File: config.mk
export PLATFORM = sky130hd
export DESIGN_NAME = triagem_peso_uc
export DESIGN_NICKNAME = d
export VERILOG_FILES = /design/src/rtl/triagem_peso_uc.sv
export SDC_FILE = /design/constraint.sdc
export NUM_CORES = 1
export LEC_CHECK = 0
export CAP_MARGIN = 5
export CELL_PAD_IN_SITES_DETAIL_PLACEMENT = 1
export CELL_PAD_IN_SITES_GLOBAL_PLACEMENT = 2
export CORE_MARGIN = 2
export CORE_UTILIZATION = 27
export CTS_CLUSTER_DIAMETER = 150
export DETAILED_ROUTE_END_ITERATION = 8
export PLACE_DENSITY = 0.81
export SETUP_SLACK_MARGIN = 0.4
export SLEW_MARGIN = 5
export SYNTH_ARGS = -nofsm -noshare
export SYNTH_HDL_FRONTEND = slang
export SYNTH_SLANG_ARGS = --single-unit
File: constraint.sdc
create_clock -name clock -period 1.4 [get_ports clock]
set_clock_uncertainty 0.15 [all_clocks]
set_input_delay 0.21 -clock clock [delete_from_list [all_inputs] [get_ports clock]]
set_output_delay 0.21 -clock clock [all_outputs]
set_load 0.05 [all_outputs]
File: src/rtl/triagem_peso_uc.sv
// -----------------------------------------------------------------------------
// triagem_peso_uc
// Control unit for the weight-sorting datapath. Digit bytes from the UART are
// framed into the digit shift register; a '#' byte triggers evaluation of the
// range comparators. An accepted weight sweeps the servo from position 0 to 7,
// one step per timer interval, holds at 7, then returns it to 0. Rejected and
// erroneous frames only raise their flag. Moore machine: every control output
// is decoded from the current state.
//
// Parameters
//   N_BYTES         digit bytes expected per frame (exists only with FRAME_CHECK_EN)
//   HOLD_INTERVALS  timer terminal counts spent holding at position 7 (1..16)
//
// Configuration macro
//   FRAME_CHECK_EN  when defined, a frame whose digit count differs from
//                   N_BYTES is flagged as an error before any range test.
//                   When undefined, the byte count is not checked.
//
// Ports
//   clock                 in   system clock
//   reset                 in   asynchronous active-high reset
//   fimRecepcao           in   1-cycle pulse, received byte valid
//   comando               in   current byte is '#'
//   perteceAoIntervalo    in   pesoMin <= pesoAtual <= pesoMax
//   pesoMaxIgualZero      in   pesoMax == 0
//   fimContadorIntervalo  in   interval timer terminal count
//   inicioPosicao         in   servo position == 0
//   fimPosicao            in   servo position == 7
//   zeraUpdown            out  synchronous clear of the position counter
//   contaUpdown           out  advance the position counter by one
//   zeraIntervalo         out  synchronous clear of the interval timer
//   contaIntervalo        out  interval timer enable
//   enableReg             out  shift the current digit into the register
//   aceito/rejeitado/erro out  frame result flags, held until the next frame
//   ocupado               out  busy evaluating / moving the servo
//   db_estado             out  current state code
// -----------------------------------------------------------------------------
module triagem_peso_uc #(
`ifdef FRAME_CHECK_EN
  parameter int N_BYTES        = 6,
`endif
  parameter int HOLD_INTERVALS = 2
) (
  input  logic       clock,
  input  logic       reset,
  input  logic       fimRecepcao,
  input  logic       comando,
  input  logic       perteceAoIntervalo,
  input  logic       pesoMaxIgualZero,
  input  logic       fimContadorIntervalo,
  input  logic       inicioPosicao,
  input  logic       fimPosicao,
  output logic       zeraUpdown,
  output logic       contaUpdown,
  output logic       zeraIntervalo,
  output logic       contaIntervalo,
  output logic       enableReg,
  output logic       aceito,
  output logic       rejeitado,
  output logic       erro,
  output logic       ocupado,
  output logic [3:0] db_estado
);

  // State codes follow the order in which the states are described.
  localparam logic [3:0] S_INICIAL  = 4'd0;
  localparam logic [3:0] S_ESPERA   = 4'd1;
  localparam logic [3:0] S_REGISTRA = 4'd2;
  localparam logic [3:0] S_AVALIA   = 4'd3;
  localparam logic [3:0] S_SOBE     = 4'd4;
  localparam logic [3:0] S_AGUARDA  = 4'd5;
  localparam logic [3:0] S_PASSO    = 4'd6;
  localparam logic [3:0] S_SEGURA   = 4'd7;
  localparam logic [3:0] S_RETORNA  = 4'd8;
  localparam logic [3:0] S_REJEITA  = 4'd9;
  localparam logic [3:0] S_ERRO     = 4'd10;

  localparam logic [3:0] HOLD_LAST = 4'(HOLD_INTERVALS - 1);
`ifdef FRAME_CHECK_EN
  localparam logic [3:0] FRAME_LEN = 4'(N_BYTES);
`endif

  logic [3:0] state_q, state_d;
  logic [3:0] byte_cnt_q, byte_cnt_d;
  logic [3:0] hold_cnt_q, hold_cnt_d;
  logic       aceito_q, aceito_d;
  logic       rejeitado_q, rejeitado_d;
  logic       erro_q, erro_d;

  always_ff @(posedge clock or posedge reset) begin
    if (reset) begin
      state_q     <= S_INICIAL;
      byte_cnt_q  <= 4'd0;
      hold_cnt_q  <= 4'd0;
      aceito_q    <= 1'b0;
      rejeitado_q <= 1'b0;
      erro_q      <= 1'b0;
    end else begin
      state_q     <= state_d;
      byte_cnt_q  <= byte_cnt_d;
      hold_cnt_q  <= hold_cnt_d;
      aceito_q    <= aceito_d;
      rejeitado_q <= rejeitado_d;
      erro_q      <= erro_d;
    end
  end

  always_comb begin
    state_d     = state_q;
    byte_cnt_d  = byte_cnt_q;
    hold_cnt_d  = hold_cnt_q;
    aceito_d    = aceito_q;
    rejeitado_d = rejeitado_q;
    erro_d      = erro_q;
    case (state_q)
      S_INICIAL: begin
        byte_cnt_d = 4'd0;
        state_d    = S_ESPERA;
      end
      S_ESPERA: begin
        if (fimRecepcao) begin
          // byte_cnt is zero only before the first byte of a frame, so the
          // previous result is dropped exactly when a new frame starts.
          if (byte_cnt_q == 4'd0) begin
            aceito_d    = 1'b0;
            rejeitado_d = 1'b0;
            erro_d      = 1'b0;
          end
          state_d = comando ? S_AVALIA : S_REGISTRA;
        end
      end
      S_REGISTRA: begin
        if (byte_cnt_q != 4'hF) byte_cnt_d = byte_cnt_q + 4'd1;
        state_d = S_ESPERA;
      end
      S_AVALIA: begin
`ifdef FRAME_CHECK_EN
        if (byte_cnt_q != FRAME_LEN)  state_d = S_ERRO;
        else if (pesoMaxIgualZero)    state_d = S_ERRO;
        else if (perteceAoIntervalo)  state_d = S_SOBE;
        else                          state_d = S_REJEITA;
`else
        if (pesoMaxIgualZero)         state_d = S_ERRO;
        else if (perteceAoIntervalo)  state_d = S_SOBE;
        else                          state_d = S_REJEITA;
`endif
      end
      S_SOBE: state_d = S_AGUARDA;
      S_AGUARDA: begin
        if (fimContadorIntervalo) begin
          if (fimPosicao) begin
            hold_cnt_d = 4'd0;
            state_d    = S_SEGURA;
          end else begin
            state_d = S_PASSO;
          end
        end
      end
      S_PASSO: state_d = S_AGUARDA;
      S_SEGURA: begin
        if (fimContadorIntervalo) begin
          hold_cnt_d = hold_cnt_q + 4'd1;
          if (hold_cnt_q == HOLD_LAST) state_d = S_RETORNA;
        end
      end
      S_RETORNA: begin
        if (inicioPosicao) begin
          aceito_d = 1'b1;
          state_d  = S_INICIAL;
        end
      end
      S_REJEITA: begin
        rejeitado_d = 1'b1;
        state_d     = S_INICIAL;
      end
      S_ERRO: begin
        erro_d  = 1'b1;
        state_d = S_INICIAL;
      end
      default: state_d = S_INICIAL;
    endcase
  end

  // Moore output decode.
  always_comb begin
    zeraUpdown     = (state_q == S_INICIAL) || (state_q == S_RETORNA);
    zeraIntervalo  = (state_q == S_INICIAL) || (state_q == S_SOBE) || (state_q == S_PASSO);
    contaIntervalo = (state_q == S_AGUARDA) || (state_q == S_SEGURA);
    contaUpdown    = (state_q == S_PASSO);
    enableReg      = (state_q == S_REGISTRA);
    // Every state from AVALIA onward belongs to evaluation or servo motion.
    ocupado        = (state_q >= S_AVALIA) && (state_q <= S_ERRO);
  end

  assign aceito    = aceito_q;
  assign rejeitado = rejeitado_q;
  assign erro      = erro_q;
  assign db_estado = state_q;

endmodule

### Word level (Yosys, flattened, before mapping)

Cells that the tools add are included.

| storage, ports and cells | value |
|---|---|
| flip-flop bits (word level) | 15 |
| bits of input ports | 9 |
| output and inout bits | 13 |
| logic and storage cells | 72 |

| operators by class | value |
|---|---|
| $add $sub $neg | 2 |
| order comparisons | 2 |
| equal/unequal tests | 20 |
| muxes and demuxes | 22 |
| reduce and logical (&&, ||, !) cells | 20 |

Operators by type and width:

| operator | number |
|---|---|
| two-way mux 4 bit | 11 |
| case mux 4 bit (7 select lines) | 1 |
| equality test 4 x 3 -> 1 bit (second input constant) | 4 |
| case mux 4 bit (2 select lines) | 2 |
| inequality test 2 bit (second input constant) | 7 |
| equality test 4 bit (second input constant) | 3 |
| nonzero test 2 bit | 5 |
| adder 4 x 1 -> 4 bit (second input constant) | 2 |
| equality test 4 x 1 -> 1 bit (second input constant) | 2 |
| equality test 4 x 2 -> 1 bit (second input constant) | 2 |
| logical NOT 4 bit | 2 |
| AND reduction 4 bit | 2 |
| case mux 1 bit (2 select lines) | 3 |
| AND reduction 3 bit | 2 |
| two-way mux 1 bit | 5 |
| AND reduction 5 bit | 1 |
| >= comparator 4 x 2 -> 1 bit (second input constant) | 1 |
| <= comparator 4 bit (second input constant) | 1 |
| logical OR 1 bit | 4 |
| inequality test 4 bit (second input constant) | 1 |
| OR reduction 2 bit | 2 |
| inequality test 2 x 1 -> 1 bit (second input constant) | 1 |
| AND reduction 2 bit | 1 |
| logical AND 1 bit | 1 |

### Logic depth before layout (Yosys ltp)

Gate-level depths: netlist of the first run.

| depth | value |
|---|---|
| word-level depth | 4 |
| gate-level depth with buffers | 5 |
| gate-level depth less buffers | 5 |

### Worst setup path before layout of the first run

No wires, ideal clock.

| timing | value |
|---|---|
| kind | flip-flop to flip-flop |
| start point | register state_q[0] (netlist: db_estado[0]) |
| end point | register aceito_q (netlist: aceito) |
| setup time | 0.065 ns |
| arrival | 2.286 ns |
| required time | 1.185 ns |
| path slack | -1.100 ns |
| stages on the path, launching flop included | 5 |
| path buffers | 1 |
| period minus slack after synthesis | 2.500 ns |
| cell sequence | dfrtp_1 > buf_4 > nor3_1 > nand2_1 > o2bb2a_2 |

| between the ends | value |
|---|---|
| cells in the longest elaborated chain, start to end | 3 |
| elaborated cells between the ends (all ways) | 8 |
| those cells by class | eq/ne: 5; mux: 1; reduce/logical: 2 |

RTL lines:

| element | RTL line | RTL |
|---|---|---|
| start, declared | 83 | `logic [3:0] state_q, state_d;` |
| start signal, assigned | 99 | `state_q <= state_d;` |
| equality test 4 bit or equality test 4 x 1 -> 1 bit (tied branches) | 115 | `case (state_q)` |
| inequality test 2 bit (no line) or nonzero test 2 bit (tied branches) | n/a |  |
| AND reduction 4 bit (no line) | n/a |  |
| end signal, assigned | 102 | `aceito_q <= aceito_d;` |
| end, declared | 86 | `logic aceito_q, aceito_d;` |

Parallel ways exist; a longest one is shown, timed or not.
A chain may end at the register's enable or synchronous reset.

### Final worst setup path of the first run

| timing | value |
|---|---|
| start point | register state_q[2] (netlist: db_estado[2]) |
| end point | output zeraUpdown |

| between the ends | value |
|---|---|
| cells in the longest elaborated chain, start to end | 2 |
| elaborated cells between the ends (all ways) | 3 |
| those cells by class | eq/ne: 1; reduce/logical: 2 |

RTL lines:

| element | RTL line | RTL |
|---|---|---|
| equality test 4 bit or logical NOT 4 bit (tied branches) | 186 | `zeraUpdown = (state_q == S_INICIAL) \|\| (state_q == S_RETORNA);` |
| logical OR 1 bit * | 186 |  |
| end, declared | 53 | `output logic zeraUpdown,` |

Every way passes the cells marked *; elsewhere a longest branch is shown, timed or not.

==> metrics.yaml, run 1 <==
outcome:
  outcome: "finished, violations left"
  violations: "negative setup slack"
global_route:
  grt_first_pass_wirelength_microns: 6100
  grt_pass1_vias: 1278
  antenna_found_initial: 0
  grt_start_max_net_pins: 16
  grtUsageTotal_pct: 18.8
  gr-total-overflow: 0
  grt_busiest_layer: "met2"
  use_met1_pct: 20.3
  met2_usage_pct: 36.4
  use_met3_pct: 2.74
finish:
  drive_above_1_share_pct: 63.0
  stdcell_area_sq_um: 2100
  final_cells: 229
  fin_util_pct: 57.9
  antenna_cells: 0
  nets: 195
  final_common_cell: "buf_4"
  final_cell_mix: "39 x buf_4, 14 x buf_12, 14 x buf_6, 11 x dfrtp_1, 7 x clkdlybuf4s50_1"
  syn_to_final_growth_pct: 107
cts:
  clockRootBuffer: "clkbuf_8"
  cts.clk_slew.worst_paths_ns: 0.07
  cts_sinks: 15
  cts_buffer_depth: 2
  htree_num_levels: 1
  cts_hold_buf: 0
  cts_tree: "built"
  clock_latency_ns: 0.25
  cts_buffers: 3
floorplanning:
  die_area_sq_um: 4260
  chipWidth_microns: 65.3
  initial_core_util_pct: 27.9
  fp.dieH_microns: 65.3
  top_level_ports: 22
  core_sq_um: 3630
  core.rowCount: 22
power:
  p_leak_nw: 0.912
  irDropWorstVdd_v: 0.000856
  power_mw: 4.75
  power.density_nw_per_um2: 2260
yosys:
  yosysUniqueCellTypes: 43
  synth-seq-cells: 15
  syn_area_per_cell_sq_um: 9.31
  syn_area_sq_um: 1010
  postSynth.asyncResetShare_pct: 100
  synth_ff_type: "dfrtp_1"
  yosysSeqAreaShare_pct: 37.0
  syn_inst: 109
  synth_edf_count: 0
  syn_nets: 122
  ys.warnings.count: 0
worst_setup_path:
  start_kind: "register"
  crit_type: "register to primary output"
  cpMaxStageDelayCell: "dfrtp_2"
  critPathMaxStageDelay_ns: 0.51
  worstSetupEndpointType: "primary output"
  worstPathCellList: "buf_6 -> nor3_4 -> buf_12"
  required_ns: 1.04
  critPathArrivalTime_ns: 1.31
  crit_path_max_fanout: 8
worst_hold_path:
  min_path_type: "input port to async pin"
route:
  antenna_left: 0
  detail_route.first_pass.iterations: 4
  post_drt_wl_per_cell_microns: 18.5
  vias: 1173
  post-route-drc-count: 0
  drt-initial-drc-count: 26
  routed_via_density: 5.12
  wl_microns: 4240
sta:
  hold_viol: 0
  rsz0062_at_grt: "yes"
  tightest_slew_ns: 0.301
  tns_ns: -3.43
  fin_ws_ns: -0.271
  fin_crit_sh_pct: 119
  relSlewSlack_pct: 79.7
  fin_crit_ns: 1.67
  slew_violations: 0
  setup_violations: 22
  fmax_mhz: 599
placed_design:
  portBuffers: 21
  place.gp.congestion: 0.740
  dp.final_hpwl_microns: 2690
  dp_cells: 205
  placed_area_sq_um: 1710
job:
  drv_cap: 0
-- layout make-up --
type,instances,area (sq um)
sequential,15,380
tap,48,60.1
clock buffer,4,45.0
timing repair buffer,76,825
fill,393,1530
inverter,7,28.8
multi-input combinational,79,764
-- what timing repair did --
action / in CTS / in global routing
resized for setup: 28 / 22
endpoints found under the setup margin: 28 / 28
setup buffers: 11 / 9
pin swaps: 9 / 6
-- logic make-up after synthesis --
logic type                 after synthesis  synth area share [%]
buffers and inverters                   15                  8.26
adders and majority gates                4                  4.93
xor gates and xnor gates                 1                 0.863
and+or+nand+nor                         39                  25.2
AOI/OAI and AO/OA                       35                  23.8
DFF                                     15                  37.0
-- path summary, 6_finish.rpt --
path,slack (ns),depth (start not counted),start,endpoint
worst max-delay path,-0.27,3,db_estado[2],zeraUpdown
worst min-delay path,0.11,3,reset,byte_cnt_q[1]
worst max register to register,-0.22,5,db_estado[0],hold_cnt_q[2]
worst min register to register,0.46,2,hold_cnt_q[1],hold_cnt_q[1]
max in group asynchronous,0.78,3,reset,db_estado[0]
min in group clock,0.46,2,hold_cnt_q[1],hold_cnt_q[1]
-- per-layer routing --
| metal | up-vias | routed length [microns] |
|---|---|---|
| met4 | 0 | 52 |
| met5 | - | 0 |
| met1 | 594 | 1650 |
| li1 | 548 | - |
| met3 | 6 | 130 |
| met2 | 25 | 2410 |
-- state kept, by name (all words and copies together), names as in the netlist --
register and flops:
byte_cnt_q 4, db_estado 4, hold_cnt_q 4, aceito 1, erro 1, rejeitado 1
-- cell usage after synthesis (all sizes together) (2+ instances only) --
| cell type | n | area share (%) |
|---|---|---|
| a22o | 2 | 1.7 |
| nand2 | 5 | 1.8 |
| ha | 4 | 4.9 |
| a32o | 2 | 2.0 |
| nor2 | 7 | 2.8 |
| and3 | 3 | 1.8 |
| inv | 7 | 2.6 |
| o21ai | 8 | 3.9 |
| nand3b | 2 | 1.5 |
| nand4 | 2 | 1.2 |
| nor3 | 3 | 2.6 |
| a31o | 3 | 2.6 |
| nand4b | 2 | 1.7 |
| a21oi | 9 | 4.4 |
| nor4bb | 2 | 2.6 |
| nand3 | 3 | 1.5 |
| nand2b | 4 | 2.5 |
| buf | 8 | 5.7 |
| dfrtp | 15 | 37 |
| and2 | 2 | 1.5 |
-- critical path, delay by kind of cell, from the launching register on --
kind                   cells  cell delay [ns]
DFF                        1             0.51
buffers and inverters      2             0.33
and+or+nand+nor            1             0.22
-- per-stage QoR --
step                setup WS, ns  hold WS [ns]
floorplan                 -0.300       -0.0388
detailed placement        -0.182         0.389
finish                    -0.271         0.107
global placement          -0.156         0.385
global route              -0.315         0.114
CTS                       -0.266         0.118
-- power breakdown --
part | switching [mW] | leakage (nW) | internal [mW]
Clock | 0.169 | 0.0228 | 0.202
Sequential | 0.268 | 0.183 | 0.584
Combinational | 1.65 | 0.706 | 1.88
No activity file was read; power rests on OpenSTA's default activity.
==> inputs of run 2 (changes only) <==
ABC_AREA = 1   (was default)
CORE_UTILIZATION = 24   (was 27)
==> run 2 against run 1 <==
Against the previous run: the run still ends with negative setup slack left; wire length decreased by 4.9%; die area increased by 6.1%; synthesized cell count increased by 25%; sequential share of layout area up 0.80 points; setup slack lost 0.028 ns; highest routed layer unchanged.
==> metrics.yaml, run 2 <==
outcome:
  outcome: "finished, violations left"
  violations: "negative setup slack"
yosys:
  synth_ff_type: "dfrtp_1"
  netlist_top_cells_area: "dfrtp_1 39%, nand2_1 13%, nand3_1 7.8%, inv_1 7.4%, nor2_1 7.4%"
  syn_area_per_cell_sq_um: 7.07  # -24%
  synth.most_common_cell: "nand2_1"
  syn_nets: 149  # +22%
  synth_edf_count: 0  # unchanged
  ys.warnings.count: 0  # unchanged
  synth_common_cells: "33 x nand2_1, 19 x inv_1, 19 x nor2_1"
  yosysUniqueCellTypes: 20  # -53%
  syn_inst: 136  # +25%
  yosysSeqAreaShare_pct: 39.1  # +2.1 points
  yosys.area.top_type: "dfrtp_1"
  synth-seq-cells: 15  # unchanged
  yosys.area.top_type_share_pct: 39.1  # +2.1 points
  postSynth.asyncResetShare_pct: 100  # unchanged
  syn_area_sq_um: 961  # -5.3%
worst_setup_path:
  critPathMaxStageDelay_ns: 0.52  # about the same
  start_kind: "register"
  worstSetupEndpointType: "primary output"
  critPathArrivalTime_ns: 1.34  # +0.03 ns
  cpMaxStageDelayCell: "dfrtp_4"
  crit_type: "register to primary output"
  required_ns: 1.04  # about the same
  crit_path_max_fanout: 5  # -3
  crit_buf_inv: 1  # -1
  worstPathCellList: "nand2_8 -> o21ai_2 -> a21o_2 -> buf_12"
  cp_top_family: "flip-flops"
global_route:
  gr-total-overflow: 0  # unchanged
  grt_start_max_net_pins: 9  # -7
  grtUsageTotal_pct: 19.4  # +0.59 points
  grt_first_pass_wirelength_microns: 6380  # +4.6%
  grt_pass1_vias: 1361  # +6.5%
  antenna_found_initial: 0  # unchanged
cts:
  cts.clk_slew.worst_paths_ns: 0.06  # about the same
  htree_num_levels: 1  # unchanged
  cts_buffers: 3  # unchanged
  clockRootBuffer: "clkbuf_8"
  clock_latency_ns: 0.25  # about the same
  cts_sinks: 15  # unchanged
  cts_buffer_depth: 2  # unchanged
  cts_tree: "built"
finish:
  syn_to_final_growth_pct: 112
  final_common_cell: "buf_4"
  final_cell_mix: "30 x buf_4, 23 x nand2_1, 15 x buf_6, 13 x buf_12, 12 x inv_1"
  stdcell_area_sq_um: 2040  # -3.0%
  drive_above_1_share_pct: 53.9  # -9.1 points
  antenna_cells: 0  # unchanged
  nets: 220  # +13%
power:
  p_sw_share_pct: 48.1  # +4.1 points
  irDropWorstVdd_v: 0.000782  # -8.6%
  power_switching_mw: 2.66  # +27%
  p_leak_nw: 0.966  # +5.9%
  power_frac_comb_pct: 77.9  # +3.6 points
  power.share.sequential_pct: 15.7  # -2.2 points
  power.density_nw_per_um2: 2710  # +20%
  power_frac_clock_pct: 6.4  # -1.4 points
  internal_power_mw: 2.87  # +7.9%
  power_mw: 5.54  # +16%
sta:
  hold_viol: 0  # unchanged
  slew_violations: 0  # unchanged
  fin_crit_sh_pct: 121  # +2.0 points
  tns_ns: -4.55  # -1.13 ns
  tightest_slew_ns: 0.247  # -0.0537 ns
  relSlewSlack_pct: 83.3  # +3.6 points
  fin_ws_ns: -0.299  # -0.0283 ns
  fin_crit_ns: 1.70  # +0.0283 ns
  setup_violations: 25  # +14%
  rsz0062_at_grt: "yes"
  fmax_mhz: 589  # -1.7%
  holdWs_ns: 0.0212  # -0.0858 ns
placed_design:
  place.gp.congestion: 0.798  # +7.8%
  placed_area_sq_um: 1630  # -5.0%
  pre_cts_ws_ns: -0.160  # +0.0225 ns
  portBuffers: 21  # unchanged
  dp.final_hpwl_microns: 2850  # +5.8%
route:
  routed_via_density: 4.62  # -9.8%
  highest-signal-layer: "met4"
  wl_met1_microns: 1490  # -9.8%
  post-route-drc-count: 0  # unchanged
  post_drt_wl_per_cell_microns: 15.9  # -14%
  antenna_left: 0  # unchanged
  drt-initial-drc-count: 30  # +15%
  wl_microns: 4040  # -4.9%
  dr_wl_met2_microns: 2390  # -1.0%
  vias: 1174  # +0.085%
  detail_route.first_pass.iterations: 4  # unchanged
  wl_met3_microns: 119  # -8.5%
floorplanning:
  core_sq_um: 3740  # +3.0%
  fp.dieH_microns: 67.3  # +3.0%
  core.rowCount: 22  # unchanged
  top_level_ports: 22  # unchanged
  die_area_sq_um: 4530  # +6.1%
  initial_core_util_pct: 25.7  # -2.3 points
  chipWidth_microns: 67.3  # +3.0%
job:
  drv_cap: 0  # unchanged
worst_hold_path:
  min_path_type: "input port to async pin"
[run 2: cell count changes in the layout (fill, tap and decap cells not counted), moves of 5 or more]
cell | previous run | this run
nand2_1 | 4 | 23
buf_4 | 39 | 30
inv_1 | 4 | 12
nand3_1 | 1 | 9
nor2_1 | 3 | 11
nor2_4 | 3 | 9
a21oi_2 | 6 | 1
[run 2: metrics by stage]
stage	instances	utilization (%)
CTS	244	49.6
global route	254	54.5
finish	254	54.5
floorplan	136	-
global placement	229	43.5
detailed placement	229	43.5
[run 2: final cells by class]
type	instances	area, sq um
fill	437	1700
timing repair buffer	66	734
multi-input combinational	100	724
sequential	15	385
inverter	21	91.3
tap	48	60.1
clock buffer	4	45.0
[run 2: kinds of logic (layout without fill, tap and decap cells)]
kind of cell	after synthesis	after routing	share of synthesized area [%]
and+or+nand+nor	75	75	33.9
buffers and inverters	21	91	8.20
AOI/OAI and AO/OA	17	17	9.90
DFF	15	15	39.1
adders and majority gates	4	4	5.21
xor gates and xnor gates	3	3	2.73
muxes	1	1	1.04
[run 2: path summary, 6_finish.rpt]
check / startpoint / end / slack, ns / depth (start not counted)
max in group asynchronous: reset / db_estado[3] / 0.72 / 3
min: reset / hold_cnt_q[1] / 0.02 / 2
max: db_estado[2] / ocupado / -0.30 / 4
min in group clock: hold_cnt_q[1] / hold_cnt_q[1] / 0.43 / 2
min reg2reg: hold_cnt_q[1] / hold_cnt_q[1] / 0.43 / 2
max reg2reg: db_estado[0] / db_estado[0] / -0.25 / 10
[run 2: layer usage]
| layer | track usage [%] | vias to the layer above |
|---|---|---|
| met3 | 2.33 | 6 |
| met5 | 0 | - |
| met1 | 19.1 | 572 |
| met2 | 40.3 | 23 |
| li1 | - | 573 |
| met4 | 6.63 | 0 |
[run 2: power by group through the flow]
stage	logic, mW	clock network [mW]	registers [mW]
after detailed placement	3.32	0	0.833
after CTS	3.80	0.362	0.835
after global placement	3.19	0	0.822
final	4.31	0.354	0.870
after floorplan	1.36	0	1.13
after global routing	4.60	0.376	0.891
[run 2: repair_timing]
item,CTS,global route
setup buffers,11,10
gates resized for setup,29,31
pin swaps,15,16
endpoints found under the setup margin,28,28
hold buffers,0,0
gates cloned,0,0
==> inputs of run 3 (changes only) <==
CORE_MARGIN = 8   (was 2)
==> run 3 against run 2 <==
Against the previous run: global-route usage down 6.7 points; maximum frequency is 0.30% lower; via count shrank 0.26%; critical path depth increased by 1; largest cell class is now multi-input combinational cells; sequential cell count is the same; setup slack got worse by 0.0052 ns; hold slack better by 0.089 ns; the flow still finishes with violations (negative setup slack); critical path type unchanged; core utilization is 2.2 points lower; combinational power up 1%.
==> metrics.yaml, run 3 (synthesis gave the netlist of run 2 again) <==
worst_setup_path:
  cp_top_family: "flip-flops"
  cpMaxStageDelayCell: "dfrtp_4"
  r2r-start: "db_estado[3]"
  worstPathCellList: "inv_8 -> nand2_8 -> buf_6 -> nor2_4 -> buf_12"
  rrSetupSlack_ns: -0.27  # -0.02 ns
  r2r_end: "hold_cnt_q[0]"
  crit_buf_inv: 3  # +2
  required_ns: 1.04  # about the same
  start_kind: "register"
  crit_path_max_fanout: 5  # unchanged
  crit_type: "register to primary output"
  critPathMaxStageDelay_ns: 0.53  # about the same
  critPathArrivalTime_ns: 1.34  # about the same
  worstSetupEndpointType: "primary output"
  reg2reg_depth: 9  # -1
sta:
  fmax_mhz: 587  # -0.30%
  fin_crit_ns: 1.70  # +0.00519 ns
  rsz0062_at_grt: "yes"
  fin_crit_sh_pct: 122  # +0.37 points
  setup_violations: 24  # -4.0%
  fin_ws_ns: -0.304  # -0.00519 ns
  slew_violations: 0  # unchanged
  relSlewSlack_pct: 73.0  # -10 points
  holdWs_ns: 0.110  # +0.0892 ns
  tightest_slew_ns: 0.401  # +0.154 ns
  hold_viol: 0  # unchanged
global_route:
  grt_pass1_vias: 1316  # -3.3%
  grtUsageTotal_pct: 12.7  # -6.7 points
  gr-total-overflow: 0  # unchanged
  antenna_found_initial: 0  # unchanged
  grt_start_max_net_pins: 16  # +7
  grt_first_pass_wirelength_microns: 6320  # -0.97%
power:
  p_leak_nw: 0.958  # -0.78%
  power.density_nw_per_um2: 2740  # +1.1%
  power_mw: 5.61  # +1.3%
  irDropWorstVdd_v: 0.000804  # +2.9%
route:
  detail_route.first_pass.iterations: 4  # unchanged
  vias: 1171  # -0.26%
  routed_via_density: 4.65  # +0.54%
  antenna_left: 0  # unchanged
  drt-initial-drc-count: 12  # -60%
  post-route-drc-count: 0  # unchanged
  post_drt_wl_per_cell_microns: 17.5  # +9.9%
  wl_microns: 4400  # +9.0%
job:
  drv_cap: 0  # unchanged
worst_hold_path:
  min_path_type: "input port to async pin"
cts:
  cts_buffer_depth: 2  # unchanged
  cts_buffers: 3  # unchanged
  cts_sinks: 15  # unchanged
  htree_num_levels: 1  # unchanged
  cts_hold_buf: 0  # unchanged
  clockRootBuffer: "clkbuf_8"
  clock_latency_ns: 0.25  # about the same
  cts.clk_slew.worst_paths_ns: 0.06  # about the same
  cts_tree: "built"
outcome:
  outcome: "finished, violations left"
  violations: "negative setup slack"
floorplanning:
  initial_core_util_pct: 24.6  # -1.1 points
  die_area_sq_um: 6280  # +39%
  fp.dieH_microns: 79.3  # +18%
  core_sq_um: 3910  # +4.5%
  core.rowCount: 23  # +4.5%
  top_level_ports: 22  # unchanged
  chipWidth_microns: 79.3  # +18%
finish:
  antenna_cells: 0  # unchanged
  final_common_cell: "buf_4"
  syn_to_final_growth_pct: 113
  fin_util_pct: 52.3  # -2.2 points
  nets: 216  # -1.8%
  drive_above_1_share_pct: 56.4  # +2.6 points
  final_cell_mix: "26 x buf_4, 22 x nand2_1, 14 x buf_12, 14 x buf_6, 12 x inv_1"
placed_design:
  pre_cts_ws_ns: -0.170  # -0.0102 ns
  place.gp.congestion: 0.788  # -1.3%
  dp.final_hpwl_microns: 2940  # +3.2%
  portBuffers: 21  # unchanged
-- run 3: changes by cell type in the layout (fill, tap and decap cells not counted), moves of 2 or more --
cell	previous run	this run
nor2_2	2	4
nand3_1	9	7
nor2_1	11	9
nand3_2	5	8
nand2_4	4	6
o21ai_0	6	4
buf_4	30	26
-- run 3: worst min-delay path, stage by stage --
cell and delay [ns]:
clkdlybuf4s50_1 0.39, inv_1 0.05, buf_4 0.23
-- run 3: how the worst max path moves through the flow --
| stage | end | startpoint | slack (ns) | cells past startpoint |
|---|---|---|---|---|
| after CTS | contaUpdown | db_estado[3] | -0.32 | 5 |
| after global placement | db_estado[0] | inicioPosicao | -0.13 | 7 |
| after global routing | contaUpdown | db_estado[3] | -0.34 | 5 |
| final | contaUpdown | db_estado[3] | -0.30 | 5 |
| after detailed placement | db_estado[1] | inicioPosicao | -0.17 | 7 |
| after floorplan | byte_cnt_q[1] | db_estado[3] | -0.16 | 5 |
-- run 3: metal layers --
metal  track usage, %  vias up  share of wire, %
met5                0        -                 0
met4             2.78        0               1.0
met3             2.82        6               2.4
met2             26.6       16                60
met1             11.8      583                36
li1                 -      566                 -
-- run 3: stage by stage --
step | std cells | setup TNS [ns] | instance area, sq um
2_1_floorplan | 136 | -1.71 | 1050
3_3_place_gp | 229 | -0.711 | 1620
3_5_place_dp | 229 | -1.38 | 1620
4_1_cts | 243 | -4.22 | 1820
5_1_grt | 252 | -5.79 | 2050
6_report | 252 | -4.44 | 2050
-- run 3: area by class of cell --
type                    count  area, sq um
fillers                   445         1870
multi-input cells         100          748
clock buffers               4         45.0
flip-flops and latches     15          385
well taps                  50         62.6
inverters                  21         91.3
repair buffers             62          713
-- run 3: report_power, final --
| part | internal, mW | switching [mW] |
|---|---|---|
| registers | 0.606 | 0.275 |
| logic | 2.09 | 2.28 |
| clock network | 0.202 | 0.158 |
| total | 2.89 | 2.72 |
-- run 3: what timing repair did --
| action | 4_1_cts | 5_1_grt |
|---|---|---|
| setup endpoints to repair | 28 | 28 |
| resized for setup | 26 | 41 |
| pin swaps | 8 | 20 |
| setup buffers | 10 | 9 |
